**config.mk**
```make
export PLATFORM = sky130hd
export DESIGN_NAME = ex_muldiv_seq
export DESIGN_NICKNAME = d
export VERILOG_FILES = /design/src/rtl/ex_pkg.sv /design/src/rtl/muldiv_step.sv /design/src/rtl/ex_muldiv_seq.sv
export SDC_FILE = /design/constraint.sdc
export NUM_CORES = 1
export LEC_CHECK = 0
export ABC_AREA = 1
export CORE_MARGIN = 3
export CORE_UTILIZATION = 30
export CTS_CLUSTER_DIAMETER = 60
export DETAILED_ROUTE_END_ITERATION = 6
export MAX_ROUTING_LAYER = met4
export SETUP_SLACK_MARGIN = 0.4
export SLEW_MARGIN = 20
export SYNTH_ARGS = -nofsm -noshare
export SYNTH_HDL_FRONTEND = slang
export SYNTH_SLANG_ARGS = --single-unit
```
**constraint.sdc**
```tcl
create_clock -name clk -period 3.2 [get_ports clk]
set_input_delay 0.64 -clock clk [delete_from_list [all_inputs] [get_ports clk]]
set_output_delay 0.64 -clock clk [all_outputs]
set_load 0.02 [all_outputs]
```
**src/rtl/ex_pkg.sv**
```systemverilog
`default_nettype none
// ============================================================================
//  Module      : ex_pkg
//  Description : Shared constants for the EX-stage multiply/divide sequencer:
//                RV32M funct3 encodings, FSM state encodings, latency helper.
//  Revision    : 1.0 - initial release
// ============================================================================
package ex_pkg;

  // RV32M funct3 encodings
  localparam logic [2:0] OP_MUL    = 3'd0;
  localparam logic [2:0] OP_MULH   = 3'd1;
  localparam logic [2:0] OP_MULHSU = 3'd2;
  localparam logic [2:0] OP_MULHU  = 3'd3;
  localparam logic [2:0] OP_DIV    = 3'd4;
  localparam logic [2:0] OP_DIVU   = 3'd5;
  localparam logic [2:0] OP_REM    = 3'd6;
  localparam logic [2:0] OP_REMU   = 3'd7;

  // Sequencer states
  typedef enum logic [2:0] {
    S_IDLE = 3'd0,
    S_PREP = 3'd1,
    S_CALC = 3'd2,
    S_FIX  = 3'd3,
    S_DONE = 3'd4
  } state_e;

  // Default datapath width and the full-length latency that goes with it
  localparam int XLEN = 32;
  localparam int LAT  = XLEN + 3;

  // Full-length latency for an arbitrary width
  function automatic int muldiv_lat(input int width);
    return width + 3;
  endfunction

  // rs1 is interpreted as signed for MUL, MULH, MULHSU, DIV, REM
  function automatic logic op_signed_a(input logic [2:0] op);
    return (op == OP_MUL) || (op == OP_MULH) || (op == OP_MULHSU) ||
           (op == OP_DIV) || (op == OP_REM);
  endfunction

  // rs2 is interpreted as signed for MUL, MULH, DIV, REM
  function automatic logic op_signed_b(input logic [2:0] op);
    return (op == OP_MUL) || (op == OP_MULH) || (op == OP_DIV) || (op == OP_REM);
  endfunction

endpackage
`default_nettype wire

```
**src/rtl/muldiv_step.sv**
```systemverilog
`default_nettype none
// ============================================================================
//  Module      : muldiv_step
//  Description : One combinational iteration on the {acc, q} register pair.
//                Multiply: conditional add of m, then shift right by one.
//                Divide  : shift left by one, trial-subtract m, restore on
//                          borrow, shift the quotient bit into q.
//  Revision    : 1.0 - initial release
// ============================================================================
module muldiv_step #(
  parameter int WIDTH = 32
) (
  input  logic             is_div_i,
  input  logic [WIDTH-1:0] acc_i,
  input  logic [WIDTH-1:0] q_i,
  input  logic [WIDTH-1:0] m_i,
  output logic [WIDTH-1:0] acc_o,
  output logic [WIDTH-1:0] q_o
);

  logic [WIDTH:0] sum;
  logic [WIDTH:0] shifted;

  // Single shift-add or restoring-subtract step
  always_comb begin
    sum     = {1'b0, acc_i} + {1'b0, m_i};
    shifted = {acc_i, q_i[WIDTH-1]};
    acc_o   = acc_i;
    q_o     = q_i;
    if (!is_div_i) begin
      // The carry out of the add becomes the new MSB of acc
      if (q_i[0]) begin
        {acc_o, q_o} = {sum, q_i[WIDTH-1:1]};
      end else begin
        {acc_o, q_o} = {1'b0, acc_i, q_i[WIDTH-1:1]};
      end
    end else begin
      // Partial remainder stays below m, so it always fits back in WIDTH bits
      if (shifted >= {1'b0, m_i}) begin
        acc_o = WIDTH'(shifted - {1'b0, m_i});
        q_o   = {q_i[WIDTH-2:0], 1'b1};
      end else begin
        acc_o = shifted[WIDTH-1:0];
        q_o   = {q_i[WIDTH-2:0], 1'b0};
      end
    end
  end

endmodule
`default_nettype wire

```
**src/rtl/ex_muldiv_seq.sv**
```systemverilog
`default_nettype none
// ============================================================================
//  Module      : ex_muldiv_seq
//  Description : Multi-cycle RV32M multiply/divide sequencer for the EX stage.
//                IDLE -> PREP -> CALC (WIDTH steps) -> FIX -> DONE, with a
//                PREP -> DONE short path for divide-by-zero and overflow.
//                Optional macro MULDIV_EARLY_OUT_EN also takes the short
//                path for zero multiplies and divides with |a| < |b|.
//  Revision    : 1.0 - initial release
// ============================================================================
module ex_muldiv_seq
  import ex_pkg::*;
#(
  parameter int WIDTH = 32
) (
  input  logic             clk,
  input  logic             rst,
  input  logic             start_i,
  input  logic [2:0]       op_i,
  input  logic [WIDTH-1:0] a_i,
  input  logic [WIDTH-1:0] b_i,
  input  logic             flush_i,
  output logic             busy_o,
  output logic             stall_o,
  output logic             done_o,
  output logic [WIDTH-1:0] result_o
);

  localparam int              CW        = $clog2(WIDTH);
  localparam logic [CW-1:0]   LAST_STEP = CW'(WIDTH - 1);
  localparam logic [WIDTH-1:0] MIN_VAL  = {1'b1, {(WIDTH-1){1'b0}}};

  state_e           state_q;
  logic [2:0]       op_q;
  logic [WIDTH-1:0] a_q, b_q;
  logic [WIDTH-1:0] acc_q, q_q, m_q;
  logic [WIDTH-1:0] acc_d, q_d;
  logic [CW-1:0]    cnt_q;
  logic             sign_a_q, sign_b_q;
  logic             done_q;
  logic [WIDTH-1:0] result_q;

  logic             is_div;
  logic             sign_a, sign_b;
  logic [WIDTH-1:0] mag_a, mag_b;
  logic             short_path;
  logic [WIDTH-1:0] short_res;
  logic [2*WIDTH-1:0] prod, prod_fix;
  logic [WIDTH-1:0] quo_fix, rem_fix, fix_res;

  assign is_div = op_q[2];

  muldiv_step #(.WIDTH(WIDTH)) u_step (
    .is_div_i (is_div),
    .acc_i    (acc_q),
    .q_i      (q_q),
    .m_i      (m_q),
    .acc_o    (acc_d),
    .q_o      (q_d)
  );

  // Sign flags and operand magnitudes from the captured operands
  always_comb begin
    sign_a = op_signed_a(op_q) & a_q[WIDTH-1];
    sign_b = op_signed_b(op_q) & b_q[WIDTH-1];
    mag_a  = sign_a ? -a_q : a_q;
    mag_b  = sign_b ? -b_q : b_q;
  end

  // Operations that can be answered directly from PREP
  always_comb begin
    short_path = 1'b0;
    short_res  = '0;
    if (is_div && (b_q == '0)) begin
      short_path = 1'b1;
      short_res  = op_q[1] ? a_q : '1;
    end else if (is_div && !op_q[0] && (a_q == MIN_VAL) && (b_q == '1)) begin
      short_path = 1'b1;
      short_res  = op_q[1] ? '0 : MIN_VAL;
    end
`ifdef MULDIV_EARLY_OUT_EN
    else if (!is_div && ((a_q == '0) || (b_q == '0))) begin
      short_path = 1'b1;
      short_res  = '0;
    end else if (is_div && (mag_a < mag_b)) begin
      short_path = 1'b1;
      short_res  = op_q[1] ? a_q : '0;
    end
`endif
  end

  // Sign correction and result selection applied in FIX
  always_comb begin
    prod     = {acc_q, q_q};
    prod_fix = (sign_a_q ^ sign_b_q) ? -prod : prod;
    quo_fix  = (sign_a_q ^ sign_b_q) ? -q_q : q_q;
    rem_fix  = sign_a_q ? -acc_q : acc_q;
    case (op_q)
      OP_MUL:                       fix_res = prod_fix[WIDTH-1:0];
      OP_MULH, OP_MULHSU, OP_MULHU: fix_res = prod_fix[2*WIDTH-1:WIDTH];
      OP_DIV, OP_DIVU:              fix_res = quo_fix;
      default:                      fix_res = rem_fix;
    endcase
  end

  // Sequencer FSM, step counter and registered outputs
  always_ff @(posedge clk) begin
    if (rst) begin
      state_q  <= S_IDLE;
      op_q     <= '0;
      a_q      <= '0;
      b_q      <= '0;
      acc_q    <= '0;
      q_q      <= '0;
      m_q      <= '0;
      cnt_q    <= '0;
      sign_a_q <= 1'b0;
      sign_b_q <= 1'b0;
      done_q   <= 1'b0;
      result_q <= '0;
    end else if (flush_i) begin
      state_q <= S_IDLE;
      done_q  <= 1'b0;
    end else begin
      done_q <= 1'b0;
      case (state_q)
        S_IDLE: begin
          if (start_i) begin
            op_q    <= op_i;
            a_q     <= a_i;
            b_q     <= b_i;
            state_q <= S_PREP;
          end
        end
        S_PREP: begin
          sign_a_q <= sign_a;
          sign_b_q <= sign_b;
          cnt_q    <= '0;
          acc_q    <= '0;
          // Divide shifts the dividend through q; multiply shifts the multiplier
          q_q      <= is_div ? mag_a : mag_b;
          m_q      <= is_div ? mag_b : mag_a;
          if (short_path) begin
            result_q <= short_res;
            done_q   <= 1'b1;
            state_q  <= S_DONE;
          end else begin
            state_q <= S_CALC;
          end
        end
        S_CALC: begin
          acc_q <= acc_d;
          q_q   <= q_d;
          cnt_q <= cnt_q + CW'(1);
          if (cnt_q == LAST_STEP) begin
            state_q <= S_FIX;
          end
        end
        S_FIX: begin
          result_q <= fix_res;
          done_q   <= 1'b1;
          state_q  <= S_DONE;
        end
        S_DONE: begin
          state_q <= S_IDLE;
        end
        default: begin
          state_q <= S_IDLE;
        end
      endcase
    end
  end

  assign busy_o   = (state_q == S_PREP) || (state_q == S_CALC) || (state_q == S_FIX);
  assign stall_o  = (start_i && (state_q == S_IDLE)) || busy_o;
  assign done_o   = done_q;
  assign result_o = result_q;

endmodule
`default_nettype wire

```
# Yosys cells after proc, flatten, opt, wreduce, memory -nomap -nowiden
# Cells that the tools add are included.
word_totals:
  register_bits: 206
  in_bits: 71
  output_inout_bits: 35
  word_cells: 99
classes:
  addsub: 8
  order_cmp: 1
  n_eq_ne: 15
  muxes: 31
  n_bitwise: 4
  n_reduce_logical: 28
op_table:
  columns: ["operator", "n"]
  rows:
  - ["2-to-1 mux 32 bit", 16]
  - ["one-hot mux 32 bit (2 select lines)", 3]
  - ["negation 32 bit", 4]
  - ["one-hot mux 32 bit (3 select lines)", 1]
  - ["== test 32 bit (second input constant)", 2]
  - ["2-to-1 mux 64 bit", 1]
  - ["negation 64 bit", 1]
  - ["adder 32 x 32 -> 33 bit", 1]
  - ["greater-or-equal comparator 33 x 32 -> 1 bit", 1]
  - ["zero test 32 bit", 1]
  - ["subtractor 32 bit", 1]
  - ["== test 3 x 2 -> 1 bit (second input constant)", 4]
  - ["one-hot mux 3 bit (4 select lines)", 1]
  - ["one-hot mux 5 bit (2 select lines)", 1]
  - ["== test 3 bit (second input constant)", 3]
  - ["logical OR 1 bit", 9]
  - ["2-to-1 mux 3 bit", 3]
  - ["== test 3 x 1 -> 1 bit (second input constant)", 2]
  - ["zero test 3 bit", 2]
  - ["!= test 2 bit (second input constant)", 3]
  - ["AND reduction 2 bit", 3]
  - ["AND reduction 3 bit", 2]
  - ["adder 5 x 1 -> 5 bit (second input constant)", 1]
  - ["== test 5 bit (second input constant)", 1]
  - ["other kinds (10)", 20]

# Depth between registers and ports, before layout
logic_depth:
  depth_word: 9
  depth_mapped: 18
  depth_no_buf: 17

# Cells and area by module
# From an unflattened synthesis, not the netlist that was laid out.
hier_totals:
  hier_cells: 3680
  hier_area_um2: 20440.9
modules_own_cells:
  columns: ["module", "n_inst", "cells_per_inst", "area_per_inst_um2", "seq_area_each_um2"]
  rows:
  - ["ex_muldiv_seq", 1, 2307, 13929.6, 4124.0]
  - ["muldiv_step", 1, 1373, 6511.2, 0.0]

# Worst setup path before layout
# OpenSTA, ideal clock, no wires.
synth_timing:
  path_type: "register to register"
  from: "reg q_q[0]"
  to: "reg result_q[0], in the netlist result_o[0]"
  setup_ns: 0.117
  t_arrival_ns: 2.145
  t_required_ns: 3.083
  setup_slack_ns: 0.938
  stages_incl_launch_ff: 15
  path_buffers: 2
  period_less_slack_ns: 2.262
  path_cell_list: "dfxtp_1 buf_2 inv_4 clkbuf_1 ha_1 nand3_2 nor2_4 nand2_1 nor2_1 nand2_1 o21ai_1 xor2_1 a21oi_1 nor2_1 nor2_1"
synth_via:
  elab_chain_cells: 4
  word_cells_on_any_way: 6
  classes_between: "add/sub (2); mux (4)"
synth_lines:
  columns: ["element", "line_no", "source"]
  rows:
  - ["start, declared", "ex_muldiv_seq.sv:36", "logic [WIDTH-1:0] acc_q, q_q, m_q;"]
  - ["start signal, assigned", "ex_muldiv_seq.sv:141", "q_q <= is_div ? mag_a : mag_b;"]
  - ["start signal, assigned", "ex_muldiv_seq.sv:153", "q_q <= q_d;"]
  - ["negation 64 bit / negation 32 bit (equally long branches)", "ex_muldiv_seq.sv:95, ex_muldiv_seq.sv:96", null]
  - ["2-to-1 mux 64 bit / 2-to-1 mux 32 bit (equally long branches)", "ex_muldiv_seq.sv:95, ex_muldiv_seq.sv:96", null]
  - ["one-hot mux 32 bit (3 select lines) (*)", "ex_muldiv_seq.sv:98", "case (op_q)"]
  - ["one-hot mux 32 bit (2 select lines) (*)", "ex_muldiv_seq.sv:126", "case (state_q)"]
  - ["end signal, assigned", "ex_muldiv_seq.sv:144", "result_q <= short_res;"]
  - ["end signal, assigned", "ex_muldiv_seq.sv:160", "result_q <= fix_res;"]
  - ["end, declared", "ex_muldiv_seq.sv:41", "logic [WIDTH-1:0] result_q;"]
# Every way passes the cells marked *; elsewhere a longest branch is shown, timed or not.
# A chain may end at the register's enable or synchronous reset.

# Final worst setup path
layout_timing:
  from: "reg q_q[4]"
  to: "reg result_q[25], in the netlist result_o[25]"
# Same word-level chain as after synthesis.

==> qor.yml <==
timing:
  whs_ps: 465
  hold_viol_final: 0
  setup_viol: 0
  fin_crit_ps: 2740
  relSlewSlack_pct: 46.0
  fmax_mhz: 365
  timing.final.crit_share_pct: 85.6
  drv_slew: 0
  skew_ps: 15.3
  fin_setup_tns_ps: 0
  rsz0062_at_grt: "no"
  worst_pin_slew_ps: 807
floorplan:
  initial_core_util_pct: 30.6
  core_area_sq_um: 67800
  io_pins: 106
  die_h_microns: 269
  fp-row-count: 95
  fp.dieW_microns: 269
  die-area_sq_um: 72300
clock_tree:
  root_buffer: "clkbuf_16"
  cts_hold_buf: 0
  clock_latency_ps: 580
  cts_tree: "yes"
  cts_sinks: 206
  h-tree-depth: 1
  clkTransAtPathRegs_ps: 60
  clockBufferDepth: 3
  numCtsBuffers: 27
drt:
  vias_per_cell: 5.45
  wl_microns: 98600
  drtPass1Iterations: 6
  via_count: 25722
  post_drt_wl_per_cell_microns: 20.9
  route.detailed.drc: 0
  first_iter_violations: 3149
  drtAntennaViolNets: 0
global_route:
  grt_pass1_vias: 23308
  groute.usage.overall_pct: 27.4
  grt_pass1_wl_microns: 146000
  grt_max_degree: 133
  grt_overflow: 0
  antenna_found_initial: 7
outcome:
  status: "finished clean"
synthesis:
  synth_seq_cells: 206
  async_flop_share_pct: 0
  syn_inst: 3733
  synth_cell_types: 56
  seq_area_frac_synth_pct: 19.9
  syn-num-nets: 3877
  synth_area_leader_cell: "nand2_1"
  syn_area_sq_um: 20700
  yosysTopAreaCellShare_pct: 20.3
  syn_area_per_cell_sq_um: 5.55
  synth_flop_cell: "dfxtp_1"
  synth-edff-count: 0
  synth_area_leaders: "nand2_1 20%, dfxtp_1 20%, nand3_1 10%"
  yosys_warnings: 0
job:
  drv_cap: 0
worst_setup_path:
  path_max_fanout: 5
  cp-start-kind: "flip-flop"
  cp.required_ps: 3670
  path_class: "reg2reg"
  worstPathArrival_ps: 3210
  ff2ff_setup_slack_ps: 460
  end_kind: "flip-flop"
layout:
  mostFrequentLayoutCells: "1121 x nand2_1, 474 x inv_1, 433 x nand3_1, 352 x nor2_1, 253 x a21oi_1"
  layout-drive-gt1-share_pct: 6.69
  layout_commonest_cell: "nand2_1"
  final_core_util_pct: 35.5
  fillers: 7730
  nets: 3965
  syn_to_final_growth_pct: 16.0
power:
  peakVddDrop_v: 0.000375
  p_leak_nw: 11.5
  cellPowerDensity_nw_per_um2: 393
placed_design:
  numPortBuffers: 105
  dp_hpwl_microns: 80100
  gp_congestion: 1.07
hold_path:
  hp-class: "reg2reg"
[synth_stat cells, drive strengths merged, types with 2 or more instances]
library cell	count
or2	4
buf	58
nor3	42
a211oi	2
o21a	4
clkbuf	97
inv	495
a21oi	256
o22ai	8
xnor2	2
o211ai	61
a31oi	38
and2	9
xor2	64
nand3b	27
o21ai	245
nor2	392
nand2	1130
nor4	2
ha	71
dfxtp	206
o31ai	2
o21bai	3
a21boi	14
nand4	50
nand3	443
fa	2
[final timing paths]
kind                          endpoint                      start  depth (start not counted)
max          result_o[25]$_SDFFE_PP0P_        q_q[4]$_SDFFE_PP0P_                         10
min          result_o[13]$_SDFFE_PP0P_  result_o[13]$_SDFFE_PP0P_                          2
max reg2reg  result_o[25]$_SDFFE_PP0P_        q_q[4]$_SDFFE_PP0P_                         10
min reg2reg  result_o[13]$_SDFFE_PP0P_  result_o[13]$_SDFFE_PP0P_                          2
[cell type report]
cell class	count	area [sq um]	area share, %
inverter	496	1870	7.77
timing repair buffer	214	1910	7.96
clock inverter	14	170	0.708
multi-input combinational	2876	14100	58.6
tap	873	1090	4.55
sequential	206	4130	17.2
clock buffer	35	766	3.19
antenna	5	12.5	0.0521
[layer usage]
metal / GRT usage [%] / part of all wire (%) / vias to the layer above
li1: - / - / 12312
met1: 35.8 / 42 / 11879
met2: 41.4 / 43 / 1309
met3: 4.96 / 9.7 / 222
met4: 11.5 / 5.1 / 0
met5: - / 0 / -
[metrics by stage]
| stage | power, mW | instance area, sq um | cells | setup slack [ps] |
|---|---|---|---|---|
| 6_report | 9.43 | 24000 | 4719 | 462 |
| 5_1_grt | 9.86 | 24000 | 4718 | 379 |
| 4_1_cts | 9.34 | 24000 | 4712 | 441 |
| 3_5_place_dp | 6.15 | 23000 | 4663 | 308 |
| 3_3_place_gp | 6.16 | 23000 | 4663 | 322 |
| 2_1_floorplan | 4.98 | 20700 | 3733 | 938 |
[power breakdown]
group | switching (mW) | internal, mW | total (mW)
clock | 1.33 | 1.87 | 3.20
sequential | 0.147 | 2.67 | 2.82
combinational | 2.39 | 1.02 | 3.41
[timing repair]
item / 4_1_cts / 5_1_grt
setup endpoints to repair: 1 / 36
setup buffers: 0 / 2
resized for setup: 1 / 10
pin swaps: 0 / 2
[critical path, stage by stage (launching register included)]
cell and delay, ps:
dfxtp_1 380, inv_1 170, nand3_1 150, nor2_2 250, nand2_1 170, o21ai_1 320
a21boi_0 130, o21ai_0 230, nand3_1 530, nand2_1 200, a21boi_1 80
[cells by family after synthesis]
family,count (synthesis),synth area share [%]
and+or+nand+nor,2100,43.6
buffers and inverters,651,12.3
adders and majority gates,73,4.48
xor gates and xnor gates,66,2.83
DFF,206,19.9
AOI/OAI and AO/OA,637,16.8
[registers in the layout, indices dropped and copies added (netlist names)]
signal,flops
a_q,32
acc_q,32
b_q,32
cnt_q,5
done_o,1
m_q,32
op_q,3
q_q,32
result_o,32
sign_a_q,1
sign_b_q,1
state_q,3
No activity file was read; power rests on OpenSTA's default activity.
